## src/rtl/hazard_stall_ctrl.sv

```systemverilog
// -----------------------------------------------------------------------------
// hazard_stall_ctrl
//
// Stall/flush controller for the 5-stage pipeline. It handles the hazards that
// the forwarding unit cannot resolve:
//   - load-use RAW hazards (one bubble injected into E),
//   - taken branches/jumps resolved in E (wrong-path D and E are squashed),
//   - variable-latency data-memory accesses in M (whole front end frozen, a
//     bubble enters W), with a timeout that parks the pipeline in HALT.
// It also keeps saturating performance counters and a sticky timeout flag.
//
// Handshake: the memory access in M is a request/acknowledge pair. MemReqM is
// held high by the pipeline while an access sits in M; the access completes in
// the cycle MemAckM is high. MemAckM without MemReqM is meaningless in IDLE and
// is ignored.
//
// Ports:
//   clk, reset_n           clock (rising edge), asynchronous active-low reset
//   Rs1D, Rs2D             source registers of the instruction in D
//   RdE, LoadE             destination register / load flag of instruction in E
//   PCSrcE                 taken branch/jump resolved in E
//   MemReqM, MemAckM       memory access active in M / completes this cycle
//   StallF..StallM         hold enables for PC, IF/ID, ID/EX, EX/MEM
//   FlushD, FlushE, FlushW bubble insertion for IF/ID, ID/EX, MEM/WB
//   MemTimeout             sticky: memory exceeded MAX_WAIT wait cycles
//   LoadStallCnt           cycles stalled for load-use (saturating)
//   FlushCnt               branch flush events (saturating)
//   MemWaitCnt             cycles stalled for memory (saturating, HALT excluded)
//   dbg_state              current FSM state (0=IDLE, 1=WAIT, 2=HALT)
// -----------------------------------------------------------------------------
module hazard_stall_ctrl #(
    parameter int MAX_WAIT = 16,
    parameter int CNT_W    = 16
) (
    input  logic             clk,
    input  logic             reset_n,
    input  logic [4:0]       Rs1D,
    input  logic [4:0]       Rs2D,
    input  logic [4:0]       RdE,
    input  logic             LoadE,
    input  logic             PCSrcE,
    input  logic             MemReqM,
    input  logic             MemAckM,
    output logic             StallF,
    output logic             StallD,
    output logic             StallE,
    output logic             StallM,
    output logic             FlushD,
    output logic             FlushE,
    output logic             FlushW,
    output logic             MemTimeout,
    output logic [CNT_W-1:0] LoadStallCnt,
    output logic [CNT_W-1:0] FlushCnt,
    output logic [CNT_W-1:0] MemWaitCnt,
    output logic [1:0]       dbg_state
);

    localparam int WAIT_W = $clog2(MAX_WAIT + 1);

    typedef enum logic [1:0] {
        IDLE = 2'd0,
        WAIT = 2'd1,
        HALT = 2'd2
    } state_t;

    state_t            state;
    logic [WAIT_W-1:0] wait_cnt;

    logic memstall;
    logic lwstall;
    logic branch_act;
    logic load_act;
    logic memwait_act;

    // Saturating increment: counters stick at all-ones instead of wrapping.
    function automatic logic [CNT_W-1:0] sat_inc(input logic [CNT_W-1:0] v);
        return (&v) ? v : v + CNT_W'(1);
    endfunction

    // Hazard detection and priority resolution. The memory stall freezes the
    // whole front end, so a pending branch or load-use in E simply waits and is
    // re-evaluated in the first cycle after release (including the ack cycle).
    always_comb begin
        memstall    = ((state == IDLE) & MemReqM & ~MemAckM)
                    | ((state == WAIT) & ~MemAckM)
                    |  (state == HALT);
        lwstall     = LoadE & (RdE != 5'd0) & ((Rs1D == RdE) | (Rs2D == RdE));
        branch_act  = ~memstall & PCSrcE;
        // A taken branch discards the instruction in D, so its load-use hazard
        // does not need a bubble.
        load_act    = ~memstall & ~PCSrcE & lwstall;
        memwait_act = memstall & (state != HALT);
    end

    // Control outputs are gated by reset_n so the pipeline sees no spurious
    // stalls/flushes while reset is asserted.
    always_comb begin
        StallF = reset_n & (memstall | load_act);
        StallD = reset_n & (memstall | load_act);
        StallE = reset_n & memstall;
        StallM = reset_n & memstall;
        FlushD = reset_n & branch_act;
        FlushE = reset_n & (branch_act | load_act);
        FlushW = reset_n & memstall;
    end

    // Memory-wait FSM. wait_cnt holds the number of WAIT cycles spent so far,
    // counting the current one; timeout is declared when the MAX_WAIT-th WAIT
    // cycle also ends without an acknowledge.
    always_ff @(posedge clk or negedge reset_n) begin
        if (!reset_n) begin
            state      <= IDLE;
            wait_cnt   <= '0;
            MemTimeout <= 1'b0;
        end else begin
            case (state)
                IDLE: begin
                    if (MemReqM & ~MemAckM) begin
                        state    <= WAIT;
                        wait_cnt <= WAIT_W'(1);
                    end
                end
                WAIT: begin
                    if (MemAckM) begin
                        state    <= IDLE;
                        wait_cnt <= '0;
                    end else if (wait_cnt == WAIT_W'(MAX_WAIT)) begin
                        state      <= HALT;
                        MemTimeout <= 1'b1;
                    end else begin
                        wait_cnt <= wait_cnt + WAIT_W'(1);
                    end
                end
                HALT: begin
                    // Absorbing until reset; a late acknowledge is ignored.
                    state      <= HALT;
                    MemTimeout <= 1'b1;
                end
                default: begin
                    state    <= IDLE;
                    wait_cnt <= '0;
                end
            endcase
        end
    end

    // Performance counters, each counting the action actually applied.
    always_ff @(posedge clk or negedge reset_n) begin
        if (!reset_n) begin
            LoadStallCnt <= '0;
            FlushCnt     <= '0;
            MemWaitCnt   <= '0;
        end else begin
            if (load_act)    LoadStallCnt <= sat_inc(LoadStallCnt);
            if (branch_act)  FlushCnt     <= sat_inc(FlushCnt);
            if (memwait_act) MemWaitCnt   <= sat_inc(MemWaitCnt);
        end
    end

    assign dbg_state = state;

endmodule

```

## config.mk

```make
export PLATFORM = sky130hd
export DESIGN_NAME = hazard_stall_ctrl
export DESIGN_NICKNAME = d
export VERILOG_FILES = /design/src/rtl/hazard_stall_ctrl.sv
export SDC_FILE = /design/constraint.sdc
export NUM_CORES = 1
export LEC_CHECK = 0
export CAP_MARGIN = 25
export CORE_MARGIN = 1.5
export CORE_UTILIZATION = 38
export DETAILED_ROUTE_END_ITERATION = 8
export DONT_BUFFER_PORTS = 1
export GPL_ROUTABILITY_DRIVEN = 0
export PLACE_DENSITY = 0.61
export SYNTH_ARGS = -nofsm -noshare
export SYNTH_HDL_FRONTEND = slang
export SYNTH_SLANG_ARGS = --single-unit
```

## constraint.sdc

```tcl
create_clock -name clk -period 2.26 [get_ports clk]
set_input_delay 0.226 -clock clk [delete_from_list [all_inputs] [get_ports clk]]
set_output_delay 0.226 -clock clk [all_outputs]
set_load 0.01 [all_outputs]
```

==> impl_metrics.prom <==
# TYPE chip_impl_metric gauge
chip_impl_metric{name="std_cell_rows",unit=""} 31
chip_impl_metric{name="final-hold-violation-count",unit=""} 0
chip_impl_metric{name="portion_of_the_post_synthesis_area_used_by_sequential_elements",unit="%"} 47.7
chip_impl_metric{name="final_net_count",unit=""} 308
chip_impl_metric{name="detail_route.first_pass.iterations",unit=""} 4
chip_impl_metric{name="grt_overflow",unit=""} 0
chip_impl_metric{name="global_route.usage.total",unit="%"} 15.5
chip_impl_metric{name="synth_simple_gate_area_share",unit="%"} 23.6
chip_impl_metric{name="max_freq",unit="MHz"} 482
chip_impl_metric{name="synth-edff-count",unit=""} 0
chip_impl_metric{name="reg2reg_depth",unit=""} 5
chip_impl_metric{name="yosys.area.top_type_share",unit="%"} 47.7
chip_impl_metric{name="wire_per_inst",unit="um"} 15.5
chip_impl_metric{name="initial_core_util",unit="%"} 39.8
chip_impl_metric{name="grt_pass1_wl",unit="mm"} 10.2
chip_impl_metric{name="use_met3",unit="%"} 4.04
chip_impl_metric{name="avgViaCountPerCell",unit=""} 5.31
chip_impl_metric{name="slew_violations",unit=""} 0
chip_impl_metric{name="numPortBuffers",unit=""} 0
chip_impl_metric{name="yosysWarningCount",unit=""} 0
chip_impl_metric{name="clock_skew",unit="ps"} 6.81
chip_impl_metric{name="yosys_register_bits",unit=""} 56
chip_impl_metric{name="numCtsBuffers",unit=""} 5
chip_impl_metric{name="power.share.switching",unit="%"} 22.6
chip_impl_info{name="critPathLaunch",value="dbg_state[1]"} 1
chip_impl_info{name="synth.most_common_cell",value="sky130_fd_sc_hd__dfrtp_1"} 1
chip_impl_metric{name="first_global_vias",unit=""} 2029
chip_impl_metric{name="routed-via-count",unit=""} 2023
chip_impl_metric{name="synth.avg_cell_area",unit="sq um"} 11.0
chip_impl_metric{name="hold_slack",unit="ps"} 52.4
chip_impl_info{name="rsz0062_at_grt",value="no"} 1
chip_impl_metric{name="floorplan.core_area",unit="sq um"} 7370
chip_impl_metric{name="p_leak",unit="nW"} 1.41
chip_impl_metric{name="synthesis.instances",unit=""} 268
chip_impl_metric{name="net_count_after_synthesis",unit=""} 294
chip_impl_metric{name="share_comb_of_total_power",unit="%"} 4.2
chip_impl_metric{name="internal_power",unit="mW"} 1.25
chip_impl_info{name="synth_ff_type",value="sky130_fd_sc_hd__dfrtp_1"} 1
chip_impl_metric{name="period_share",unit="%"} 91.9
chip_impl_metric{name="synth_compound_gate_area_share",unit="%"} 5.92
chip_impl_metric{name="cap_viol_max_count",unit=""} 0
chip_impl_metric{name="share_clk_of_total_power",unit="%"} 33.4
chip_impl_metric{name="cts_buffer_depth",unit=""} 2
chip_impl_metric{name="post-layout-total-power",unit="mW"} 1.61
chip_impl_metric{name="fraction_of_final_layout_cells_with_drive_strength_greater_than_1",unit="%"} 16.3
chip_impl_metric{name="clkSinkCount",unit=""} 56
chip_impl_info{name="startpoint_type",value="register"} 1
chip_impl_metric{name="grt_antenna_before_repair",unit=""} 0
chip_impl_info{name="synth_top_cells_by_area",value="sky130_fd_sc_hd__dfrtp_1 (48%), sky130_fd_sc_hd__xnor2_1 (10%), sky130_fd_sc_hd__xor2_1 (5.7%)"} 1
chip_impl_metric{name="globalRouteMet1Util",unit="%"} 21.7
chip_impl_metric{name="synth_mux_area_share",unit="%"} 1.92
chip_impl_metric{name="die-width",unit="um"} 90.9
chip_impl_info{name="hold_path.startpoint",value="MemAckM"} 1
chip_impl_info{name="worstSetupPathType",value="reg2out"} 1
chip_impl_metric{name="clock_insertion_delay_worst_skew",unit="ps"} 300
chip_impl_metric{name="max_slew.worst_pin.slew",unit="ps"} 751
chip_impl_info{name="busiest_layer",value="met2"} 1
chip_impl_metric{name="n_antenna_cell",unit=""} 0
chip_impl_metric{name="clk_transition_reported_paths",unit="ps"} 100
chip_impl_metric{name="grt_max_degree",unit=""} 57
chip_impl_metric{name="vdd_ir_drop_max",unit="mV"} 0.257
chip_impl_metric{name="adder_cell_area_share_of_the_yosys_netlist",unit="%"} 2.13
chip_impl_metric{name="flow.area_growth_from_synthesis",unit="%"} 9.16
chip_impl_metric{name="tns",unit="ps"} 0
chip_impl_metric{name="async_reset_ff_share",unit="%"} 100
chip_impl_metric{name="die_h",unit="um"} 90.9
chip_impl_metric{name="power_switching",unit="mW"} 0.364
chip_impl_metric{name="required",unit="ps"} 2030
chip_impl_metric{name="hold_depth",unit=""} 1
chip_impl_metric{name="drt_first_iter_violations",unit=""} 94
chip_impl_metric{name="power.density_cell_area",unit="nW/um^2"} 503
chip_impl_metric{name="postRouteWirelength",unit="mm"} 5.91
chip_impl_metric{name="floorplan.die_area",unit="sq um"} 8260
chip_impl_metric{name="post-route-min-period",unit="ps"} 2080
chip_impl_metric{name="worstPathArrival",unit="ps"} 1850
chip_impl_metric{name="synthesis.area",unit="sq um"} 2940
chip_impl_metric{name="hpwlAfterDp",unit="mm"} 4.42
chip_impl_info{name="outcome",value="completed"} 1
chip_impl_info{name="timing.rr.start",value="FlushCnt[10]"} 1
chip_impl_metric{name="final.fill_count",unit=""} 722
chip_impl_info{name="post_synth_most_frequent_cells",value="sky130_fd_sc_hd__dfrtp_1 (56), sky130_fd_sc_hd__xnor2_1 (34), sky130_fd_sc_hd__nand3_1 (21)"} 1
chip_impl_metric{name="grtUsageMet2",unit="%"} 23.0
chip_impl_metric{name="route.antenna.remaining_nets",unit=""} 0
chip_impl_metric{name="crit_fanout",unit=""} 7
chip_impl_info{name="worst_hold_path_type",value="in2reg"} 1
chip_impl_info{name="clock_tree_from_tritoncts",value="yes"} 1
chip_impl_metric{name="synth.lib_cells_used.distinct",unit=""} 51
chip_impl_info{name="end_kind",value="output pin"} 1
chip_impl_info{name="combinational_family_with_the_most_area_after_synthesis",value="simple AND/OR/NAND/NOR gates"} 1
chip_impl_info{name="yosysTopAreaCell",value="sky130_fd_sc_hd__dfrtp_1"} 1
chip_impl_metric{name="post-route-drc-count",unit=""} 0
chip_impl_metric{name="setup-violations-final",unit=""} 0
chip_impl_metric{name="slew-limit-headroom",unit="%"} 49.6
chip_impl_metric{name="power_frac_seq",unit="%"} 62.4
chip_impl_info{name="cts_root_buf",value="sky130_fd_sc_hd__clkbuf_8"} 1
chip_impl_metric{name="io-pin-count",unit=""} 79
chip_impl_metric{name="h-tree-depth",unit=""} 2
chip_impl_metric{name="yosys.area_share.xor_xnor",unit="%"} 15.8
kinds of logic (layout without fill, tap and decap cells):
| group | count (synthesis) | count (layout) |
|---|---|---|
| AND/OR/NAND/NOR | 115 | 115 |
| adder cells (fa/ha/maj) | 5 | 5 |
| buffers and inverters | 11 | 25 |
| multiplexers | 5 | 5 |
| XOR/XNOR | 53 | 53 |
| AO/OA/AOI/OAI | 23 | 23 |
| flip-flops | 56 | 56 |
path summary, 6_finish.rpt:
kind,end,slack [ps]
max reg2reg,FlushCnt[6],270
min in group asynchronous,FlushCnt[8],420
min reg2reg,MemWaitCnt[9],560
max,StallF,180
max in group asynchronous,wait_cnt[0],1590
min,dbg_state[1],50
registers in the layout (all words and copies together), names as in the netlist:
register / count
FlushCnt: 16
MemWaitCnt: 16
wait_cnt: 5
MemTimeout: 1
LoadStallCnt: 16
dbg_state: 2
per-stage QoR:
| stage | util (%) | instance area, sq um | setup WS (ps) | std cells |
|---|---|---|---|---|
| 2_1_floorplan | - | 2940 | 346 | 268 |
| 3_3_place_gp | 41.8 | 3080 | 281 | 372 |
| 3_5_place_dp | 41.8 | 3080 | 225 | 372 |
| 4_1_cts | 43.4 | 3200 | 4.90 | 381 |
| 5_1_grt | 43.5 | 3210 | 39.2 | 381 |
| 6_report | 43.5 | 3210 | 184 | 381 |
metal layers:
layer,share of wire [%],wire [um],vias to the layer above
li1,-,-,987
met1,48,2850,974
met3,5.8,344,6
met4,1.5,87,0
met2,44,2630,56
met5,0,0,-
worst max-delay path: stages (launching register included):
cell and delay, ps:
sky130_fd_sc_hd__dfrtp_1 430, sky130_fd_sc_hd__buf_4 180, sky130_fd_sc_hd__nand2b_4 80, sky130_fd_sc_hd__nand2_1 100, sky130_fd_sc_hd__nor2_2 190, sky130_fd_sc_hd__nand2_1 110, sky130_fd_sc_hd__a21boi_0 260, sky130_fd_sc_hd__buf_4 180
final cells by class:
type	count	area [sq um]	share of cell area [%]
Inverter	4	15.0	0.468
Sequential cell	56	1400	43.7
Clock inverter	1	8.76	0.273
Tap cell	99	124	3.86
Timing Repair Buffer	14	128	3.98
Multi-Input combinational cell	201	1460	45.4
Clock buffer	6	72.6	2.26
cells in the final DEF (no fill, tap or decap), types with 2 or more instances in the layout:
master,instances
sky130_fd_sc_hd__mux2_2,4
sky130_fd_sc_hd__inv_1,4
sky130_fd_sc_hd__nand4_1,20
sky130_fd_sc_hd__dfrtp_1,56
sky130_fd_sc_hd__and3_1,10
sky130_fd_sc_hd__nor3_2,3
sky130_fd_sc_hd__nor3_1,3
sky130_fd_sc_hd__and4_2,2
sky130_fd_sc_hd__nand2_1,17
sky130_fd_sc_hd__ha_1,5
sky130_fd_sc_hd__buf_4,12
sky130_fd_sc_hd__a21boi_0,2
sky130_fd_sc_hd__xnor2_1,34
sky130_fd_sc_hd__nand3_1,21
sky130_fd_sc_hd__nand2b_1,2
sky130_fd_sc_hd__nor2_2,4
sky130_fd_sc_hd__o21ai_0,6
sky130_fd_sc_hd__xor2_1,19
sky130_fd_sc_hd__clkbuf_8,5
sky130_fd_sc_hd__nor2_1,12
sky130_fd_sc_hd__a31oi_1,2
sky130_fd_sc_hd__a21oi_1,2
sky130_fd_sc_hd__and2_1,4
sky130_fd_sc_hd__and4_1,4
power groups by stage:
stage | registers (mW) | logic [mW] | clock network (mW)
3_3_place_gp | 1.03 | 0.0411 | 0
5_1_grt | 1.01 | 0.0780 | 0.598
2_1_floorplan | 1.03 | 0.0381 | 0
3_5_place_dp | 1.03 | 0.0422 | 0
4_1_cts | 1.01 | 0.0707 | 0.560
6_report | 1.01 | 0.0676 | 0.539
timing repair:
item	CTS	global route
hold buffers	2	0
endpoints found under the setup margin	0	3
setup buffers	0	0
gates resized for setup	0	2
hold endpoints to repair	56	0
(Power assumes the default switching activity.)
